<file path="src/rtl/muldiv_sequencer_if.sv">
// rtl/muldiv_sequencer_if.sv - request/response bundle between pipeline and muldiv sequencer
interface muldiv_sequencer_if #(
    parameter int N = 32
);
    logic         start;
    logic [2:0]   op;
    logic [N-1:0] a;
    logic [N-1:0] b;
    logic         flush;
    logic         busy;
    logic         done;
    logic [N-1:0] result;

    // pipeline side issues requests and kills, sequencer side answers
    modport master (output start, op, a, b, flush, input busy, done, result);
    modport slave  (input start, op, a, b, flush, output busy, done, result);
endinterface

</file>
<file path="src/rtl/muldiv_sequencer.sv">
// rtl/muldiv_sequencer.sv - multi-cycle RV32M multiply/divide sequencer
module muldiv_sequencer #(
    parameter int N = 32
) (
    input  logic              clk,
    input  logic              rst,
    muldiv_sequencer_if.slave bus
);
    localparam int CW = $clog2(N);
    localparam logic [CW-1:0] LAST = CW'(N - 1);

    typedef enum logic [1:0] {IDLE, CALC, FIX, DONE} state_t;

    state_t         r_state;
    state_t         w_next;
    logic [2:0]     r_op;
    logic           r_neg_q;
    logic           r_neg_r;
    logic [CW-1:0]  r_count;
    // multiply: {product high, product low / multiplier}; divide: {remainder, quotient / dividend}
    logic [2*N-1:0] r_prod;
    logic [N-1:0]   r_opb;
    logic [N-1:0]   r_result;

    logic           w_busy;
    logic           w_done;
    logic           w_accept;
    logic           w_sign_a;
    logic           w_sign_b;
    logic           w_sa;
    logic           w_sb;
    logic [N-1:0]   w_mag_a;
    logic [N-1:0]   w_mag_b;
    logic           w_b_zero;
    logic           w_ovf;
    logic           w_special;
    logic [N-1:0]   w_special_res;
    logic [N:0]     w_mul_sum;
    logic [N:0]     w_div_shift;
    logic [N-1:0]   w_div_diff;
    logic           w_div_ge;
    logic [2*N-1:0] w_step;
    logic [2*N-1:0] w_prod_fix;
    logic [N-1:0]   w_quo_fix;
    logic [N-1:0]   w_rem_fix;
    logic [N-1:0]   w_fix_res;

    // request decode: operand signedness, magnitudes and the no-iteration cases
    always_comb begin
        w_sign_a = 1'b0;
        w_sign_b = 1'b0;
        case (bus.op)
            3'b000, 3'b001, 3'b100, 3'b110: begin
                w_sign_a = 1'b1;
                w_sign_b = 1'b1;
            end
            3'b010:  w_sign_a = 1'b1;
            default: ;
        endcase
        w_sa          = w_sign_a & bus.a[N-1];
        w_sb          = w_sign_b & bus.b[N-1];
        w_mag_a       = w_sa ? -bus.a : bus.a;
        w_mag_b       = w_sb ? -bus.b : bus.b;
        w_b_zero      = (bus.b == '0);
        w_ovf         = bus.op[2] && !bus.op[0] && (bus.a == {1'b1, {(N-1){1'b0}}}) && (bus.b == '1);
        w_special     = bus.op[2] && (w_b_zero || w_ovf);
        // REM/REMU have op[1] set; DIV/DIVU do not
        if (w_b_zero)
            w_special_res = bus.op[1] ? bus.a : '1;
        else
            w_special_res = bus.op[1] ? '0 : bus.a;
    end

    // one iteration of shift-add multiply or restoring divide, plus the final sign fix
    always_comb begin
        w_mul_sum   = {1'b0, r_prod[2*N-1:N]} + (r_prod[0] ? {1'b0, r_opb} : '0);
        w_div_shift = {r_prod[2*N-1:N], r_prod[N-1]};
        w_div_ge    = (w_div_shift >= {1'b0, r_opb});
        // only used when the subtract fits, so the low N bits are exact
        w_div_diff  = w_div_shift[N-1:0] - r_opb;
        if (r_op[2])
            w_step = {(w_div_ge ? w_div_diff : w_div_shift[N-1:0]), r_prod[N-2:0], w_div_ge};
        else
            w_step = {w_mul_sum, r_prod[N-1:1]};
        w_prod_fix = r_neg_q ? -r_prod : r_prod;
        w_quo_fix  = r_neg_q ? -r_prod[N-1:0] : r_prod[N-1:0];
        w_rem_fix  = r_neg_r ? -r_prod[2*N-1:N] : r_prod[2*N-1:N];
        case (r_op)
            3'b000:                 w_fix_res = w_prod_fix[N-1:0];
            3'b001, 3'b010, 3'b011: w_fix_res = w_prod_fix[2*N-1:N];
            3'b100, 3'b101:         w_fix_res = w_quo_fix;
            default:                w_fix_res = w_rem_fix;
        endcase
    end

    // next-state and handshake outputs; flush beats every forward transition
    always_comb begin
        w_next   = r_state;
        w_busy   = (r_state != IDLE);
        w_done   = 1'b0;
        w_accept = 1'b0;
        case (r_state)
            IDLE: begin
                if (bus.start && !bus.flush) begin
                    w_accept = 1'b1;
                    w_next   = w_special ? DONE : CALC;
                end
            end
            CALC: begin
                if (bus.flush)
                    w_next = IDLE;
                else if (r_count == LAST)
                    w_next = FIX;
            end
            FIX:  w_next = bus.flush ? IDLE : DONE;
            DONE: begin
                w_done = 1'b1;
                w_next = IDLE;
            end
            default: w_next = IDLE;
        endcase
    end

    // state register
    always_ff @(posedge clk) begin
        if (rst)
            r_state <= IDLE;
        else
            r_state <= w_next;
    end

    // datapath: capture on accept, iterate in CALC, commit the result in FIX
    always_ff @(posedge clk) begin
        if (rst) begin
            r_op     <= '0;
            r_neg_q  <= 1'b0;
            r_neg_r  <= 1'b0;
            r_count  <= '0;
            r_prod   <= '0;
            r_opb    <= '0;
            r_result <= '0;
        end else begin
            case (r_state)
                IDLE: begin
                    if (w_accept) begin
                        r_op    <= bus.op;
                        r_neg_q <= w_sa ^ w_sb;
                        r_neg_r <= w_sa;
                        r_prod  <= {{N{1'b0}}, w_mag_a};
                        r_opb   <= w_mag_b;
                        r_count <= '0;
                        if (w_special)
                            r_result <= w_special_res;
                    end
                end
                CALC: begin
                    r_prod  <= w_step;
                    r_count <= r_count + 1'b1;
                end
                FIX: begin
                    if (!bus.flush)
                        r_result <= w_fix_res;
                end
                default: ;
            endcase
        end
    end

    assign bus.busy   = w_busy;
    assign bus.done   = w_done;
    assign bus.result = r_result;
endmodule

</file>
<file path="src/flat_wrapper.sv">
// flat-port wrapper written by rule: the top's interface ports become plain ports
module muldiv_sequencer_flat 
#(
    parameter int N = 32
)
  (clk, rst, bus_start, bus_op, bus_a, bus_b, bus_flush, bus_busy, bus_done, bus_result);
  muldiv_sequencer_if #(.N(N)) bus_i ();
  input  logic clk;
  input  logic rst;
  input wire logic [$bits(bus_i.start)-1:0] bus_start;
  input wire logic [$bits(bus_i.op)-1:0] bus_op;
  input wire logic [$bits(bus_i.a)-1:0] bus_a;
  input wire logic [$bits(bus_i.b)-1:0] bus_b;
  input wire logic [$bits(bus_i.flush)-1:0] bus_flush;
  output wire logic [$bits(bus_i.busy)-1:0] bus_busy;
  output wire logic [$bits(bus_i.done)-1:0] bus_done;
  output wire logic [$bits(bus_i.result)-1:0] bus_result;
  assign bus_i.start = bus_start;
  assign bus_i.op = bus_op;
  assign bus_i.a = bus_a;
  assign bus_i.b = bus_b;
  assign bus_i.flush = bus_flush;
  assign bus_busy = bus_i.busy;
  assign bus_done = bus_i.done;
  assign bus_result = bus_i.result;
  muldiv_sequencer #(.N(N)) u_core (.clk(clk), .rst(rst), .bus(bus_i));
endmodule
</file>
<file path="config.mk">
export PLATFORM = sky130hd
export DESIGN_NAME = muldiv_sequencer_flat
export DESIGN_NICKNAME = d
export VERILOG_FILES = /design/src/rtl/muldiv_sequencer_if.sv /design/src/rtl/muldiv_sequencer.sv /design/src/flat_wrapper.sv
export SDC_FILE = /design/constraint.sdc
export NUM_CORES = 1
export LEC_CHECK = 0
export ABC_AREA = 0
export BUFFER_PORTS_ARGS = -buffer_cell sky130_fd_sc_hd__buf_2
export CORE_ASPECT_RATIO = 0.7
export CORE_UTILIZATION = 50
export CTS_BUF_LIST = sky130_fd_sc_hd__clkbuf_8 sky130_fd_sc_hd__clkbuf_16
export CTS_CLUSTER_DIAMETER = 120
export DETAILED_ROUTE_END_ITERATION = 8
export PLACE_DENSITY = 0.66
export SYNTH_ARGS = -nofsm -noshare
export SYNTH_HDL_FRONTEND = slang
export SYNTH_SLANG_ARGS = --single-unit
</file>
<file path="constraint.sdc">
create_clock -name clk -period 5.4 [get_ports clk]
set_input_delay 1.08 -clock clk [delete_from_list [all_inputs] [get_ports clk]]
set_output_delay 1.08 -clock clk [all_outputs]
set_load 0.01 [all_outputs]
</file>
== After elaboration in Yosys (flattened, before gate mapping) ==
Index checks and enable logic that the tools add are counted.
Word-level totals
  input bits: 71
  flip-flop bits (word level): 140
  logic and storage cells: 94
  output and inout port bits: 34
Operators by class
  order comparisons: 1
  bitwise gates (word level): 3
  eq/ne operators: 20
  add/subtract/negate cells: 8
  muxes and demuxes: 31
  reduce and logical (&&, ||, !) cells: 23
Operators by type and width (number)
  $mux 32: 12
  $mux 64: 3
  $neg 32->32: 4
  $pmux 64 s2: 1
  $pmux 32 s3: 1
  $eq 32x32->1 const B: 2
  $neg 64->64: 1
  $pmux 32 s2: 1
  $add 32x33->33: 1
  $ge 33x32->1: 1
  $logic_not 32->1: 1
  $sub 32x32->32: 1
  $eq 3x3->1 const B: 4
  $mux 2: 5
  $pmux 5 s2: 1
  $eq 3x2->1 const B: 3
  $pmux 2 s4: 1
  $eq 3x1->1 const B: 2
  $logic_not 3->1: 2
  $ne 2x1->1 const B: 3
  $reduce_and 2->1: 3
  $reduce_bool 2->1: 3
  $add 5x1->5 const B: 1
  $eq 5x5->1 const B: 1
  other kinds (17): 28

== Logic depth before layout (Yosys ltp) ==
  depth after elaboration: 9
  mapped depth: 15
  mapped depth without buffers: 13

== Worst setup path before layout ==
OpenSTA, ideal clock, no wires.
  path type: in2reg
  start point: in bus_b[12]
  end point: reg u_core.r_result[15] (netlist: u_core.bus.result[15])
  arrival time: 3.523 ns
  required time: 5.268 ns
  stages on the path: 9
  setup time: 0.132 ns
  path slack: 1.745 ns
  buffers on the path: 1
  cell sequence: or4_4 -> or4_4 -> nor4_4 -> and4bb_4 -> o2111ai_4 -> a21o_1 -> clkbuf_1 -> a211oi_1 -> nor3_1
On the way
  cells in the longest elaborated chain, start to end: 6
  elaborated cells between the ends (all ways): 11
  classes of those cells: 2 x eq/ne; 4 x mux; 5 x reduce/logical
Ends and longest elaborated chain
  from (decl): line flat_wrapper.sv:13  | input wire logic [$bits(bus_i.b)-1:0] bus_b;
  $eq 32x32->1: line muldiv_sequencer.sv:65  | w_ovf = bus.op[2] && !bus.op[0] && (bus.a == {1'b1, {(N-1){1'b0}}}) && (bus.b == '1);
  $logic_and 1x1->1: line muldiv_sequencer.sv:65
  $logic_or 1x1->1: line muldiv_sequencer.sv:66  | w_special = bus.op[2] && (w_b_zero || w_ovf);
  $logic_and 1x1->1: line muldiv_sequencer.sv:66
  $ne 2x1->1 (no source line)
  $reduce_and 4->1 (no source line)
  to (signal assigned): line muldiv_sequencer.sv:153  | r_result <= w_special_res;
  to (signal assigned): line muldiv_sequencer.sv:162  | r_result <= w_fix_res;
  to (decl): line muldiv_sequencer.sv:23  | logic [N-1:0] r_result;
Several ways; a longest one is shown, not always the timed one. The select of a mux whose other input is x is not followed.
A chain may end at the register's enable or synchronous reset.

== Worst setup path in the final report ==
  start point: reg u_core.r_prod[0]
  end point: reg u_core.r_result[0] (netlist: u_core.bus.result[0])
On the way
  cells in the longest elaborated chain, start to end: 5
  elaborated cells between the ends (all ways): 7
  classes of those cells: 2 x add/sub; 5 x mux
Ends and longest elaborated chain
  from (decl): line muldiv_sequencer.sv:21  | logic [2*N-1:0] r_prod;
  from (signal assigned): line muldiv_sequencer.sv:149  | r_prod <= {{N{1'b0}}, w_mag_a};
  from (signal assigned): line muldiv_sequencer.sv:157  | r_prod <= w_step;
  $neg 64->64 or $neg 32->32 (tied branches): line muldiv_sequencer.sv:85, muldiv_sequencer.sv:86
  $mux 64 or $mux 32 (tied branches): line muldiv_sequencer.sv:85, muldiv_sequencer.sv:86
  $pmux 32 s3 (*): line muldiv_sequencer.sv:88  | case (r_op)
  $mux 32 (*): line muldiv_sequencer.sv:161  | if (!bus.flush)
  $pmux 32 s2 (*): line muldiv_sequencer.sv:143  | case (r_state)
Mark *: on every way between the ends. The rest lies on a longest branch, timed or not. The select of a mux whose other input is x is not followed.

==> metrics.cfg <==
[clocking]
cts.repair.resized=0
tritoncts=done
ctsHoldBuffers=0
cts_buffer_depth=2
clock_sinks=140
h-tree-depth=4
clk-insertion-delay-late_ns=0.45
cts_buffers=17
cts-root-buf=clkbuf_16
clk_pin_slew_worst_paths_ns=0.06
postCtsSetupBuffers=0

[synth]
avgSynthCellArea_um2=7.24
yosysTopAreaCell=dfxtp_1
async_flop_share_pct=0
yosys-top-cells-count=nor2_1, a21oi_1, nand2_1
synth_area_leaders=dfxtp_1, ha_1, a21oi_1
ys_seq_elements=140
yosysWarnings=0
synth-seq-area-share_pct=19.7
synth_flop_cell=dfxtp_1
synth-edff-count=0
synth_top_area_share_pct=19.7
yosysMostFrequentCell=nor2_1
yosysUniqueCellTypes=87
synth.cell_area_um2=14200
syn-num-nets=2111
syn_inst=1967

[worst_setup_path]
crit_arrival_ns=4.67
crit_type=reg2reg
cp_max_fo=18
critPathMaxStageDelay_ns=0.60
required_ns=5.77
crit_path_end_kind=register
crit_top_cell=nor3_1
critPathSlowestCell=inv_1
path_cells=inv_1, ha_1, inv_1, nor3_1, nand4_1, nor2_1, buf_4, nor3_1, xnor2_1, a211oi_1, a211oi_1, nor3_1
cp-start-kind=register

[grt]
grt_pass1_wl_um=81100
grt_pass1_vias=13721
grt_max_degree=76
antenna_found_initial=2
overflow=0
track_usage_pct=36.0

[placed_design]
dp.cells=2317
port_buffers=104
gp_congestion=1.01
dp_slack_ns=0.846
dp.final_hpwl_um=39600
postPlaceCellArea_um2=14800

[detailed_routing]
ant_nets=0
drt_iter0_markers=1856
vias=15568
vias_per_cell=6.62
wl_um=52700
firstDrtPassIters=7
drcViolationCount=0
routedWlPerCell_um=22.4

[floorplan]
core_um2=27900
die_area_um2=29200
pin_count=105
chipWidth_um=204
row_count=51
initial_utilization_pct=51.1
die_h_um=143

[layout]
syn_to_final_growth_pct=8.31
stdcell_area_um2=15400
final_core_util_pct=55.3
nNetsFinal=2109
final_cells=2350
drive_above_1_share_pct=10.4
fillCellCount=2706

[sta]
skew_ns=0.0102
post-route-min-period_ns=4.30
max_freq_mhz=233
hold_viol=0
drv_slew=0
setup_viol_count_final=0
worstMarginPinSlew_ns=1.14
setup_tns_ns=0
final.setup.worst_slack_ns=1.10
rsz0062_at_grt=false
min_period_over_period_pct=79.6
holdWs_ns=0.444
slew-limit-headroom_pct=23.1

[power_and_ir_drop]
power.total_mw=3.29
ir_worst_vdd_uv=225
p_leak_nw=5.97
p_per_area_nw_per_um2=214

[flow_run]
drv_cap=0

[run_status]
status=finished, final reports clean

[worst_hold_path]
worstHoldPathType=reg2reg

-- cell type report --
class / instances / area [µm²] / area share, %
Multi-Input combinational cell: 1603 / 10600 / 68.5
Sequential cell: 140 / 2800 / 18.2
Timing Repair Buffer: 131 / 726 / 4.70
Tap cell: 371 / 464 / 3.01
Clock buffer: 19 / 453 / 2.94
Inverter: 72 / 270 / 1.75
Clock inverter: 13 / 140 / 0.908
Antenna cell: 1 / 2.50 / 0.0162
-- metal layers --
metal | vias up | track usage (%) | wire (µm)
li1 | 7272 | - | -
met1 | 7276 | 54.5 | 24700
met2 | 940 | 46.0 | 19800
met3 | 78 | 13.2 | 7250
met4 | 2 | 9.34 | 950
met5 | - | 0 | 13
-- critical path: cells and delay by family (launching register included) --
kind	cells	cell delay (ns)
buffers and inverters	3	0.98
and+or+nand+nor	5	1.66
xor gates and xnor gates	1	0.19
adders and majority gates	1	0.31
DFF	1	0.44
AOI/OAI and AO/OA	2	0.62
-- cell usage in the layout (no fill, tap or decap), drive strengths merged, types with 28 or more instances in the layout --
master    n
a211oi  103
a21o     35
a21oi   168
buf     131
dfxtp   140
ha       71
inv      76
mux2i    44
nand2   165
nand3    38
nor2    205
nor3     60
o21ai   134
o31ai    34
or3      28
xnor2    80
xor2     84
-- path summary, 6_finish.rpt --
check / startpoint / endpoint / slack (ns) / cells after the start
max: u_core.r_prod[0] / u_core.bus.result[0] / 1.10 / 12
min: u_core.bus.result[31] / u_core.bus.result[31] / 0.44 / 2
max reg2reg: u_core.r_prod[0] / u_core.bus.result[0] / 1.10 / 12
min reg2reg: u_core.bus.result[31] / u_core.bus.result[31] / 0.44 / 2
-- registers in the layout, summed over array words and instances (netlist names) --
signal	count
u_core.r_state	2
u_core.bus.result	32
u_core.r_neg_q	1
u_core.r_op	3
u_core.r_opb	32
u_core.r_neg_r	1
u_core.r_count	5
u_core.r_prod	64
-- power by group --
group	total, mW	switching (mW)	leakage (nW)	internal, mW
combinational	0.927	0.601	4.53	0.326
sequential	1.15	0.0734	1.14	1.07
clock	1.22	0.512	0.293	0.707
total	3.29	1.19	5.97	2.11
-- logic make-up after synthesis --
logic type	synth area share [%]
compound gates	31.1
simple gates	21.5
buf+inv	6.30
xor+xnor	10.1
flops	19.7
fa+ha+maj	8.27
mux	3.09
Power figures use the tool's default switching activity.
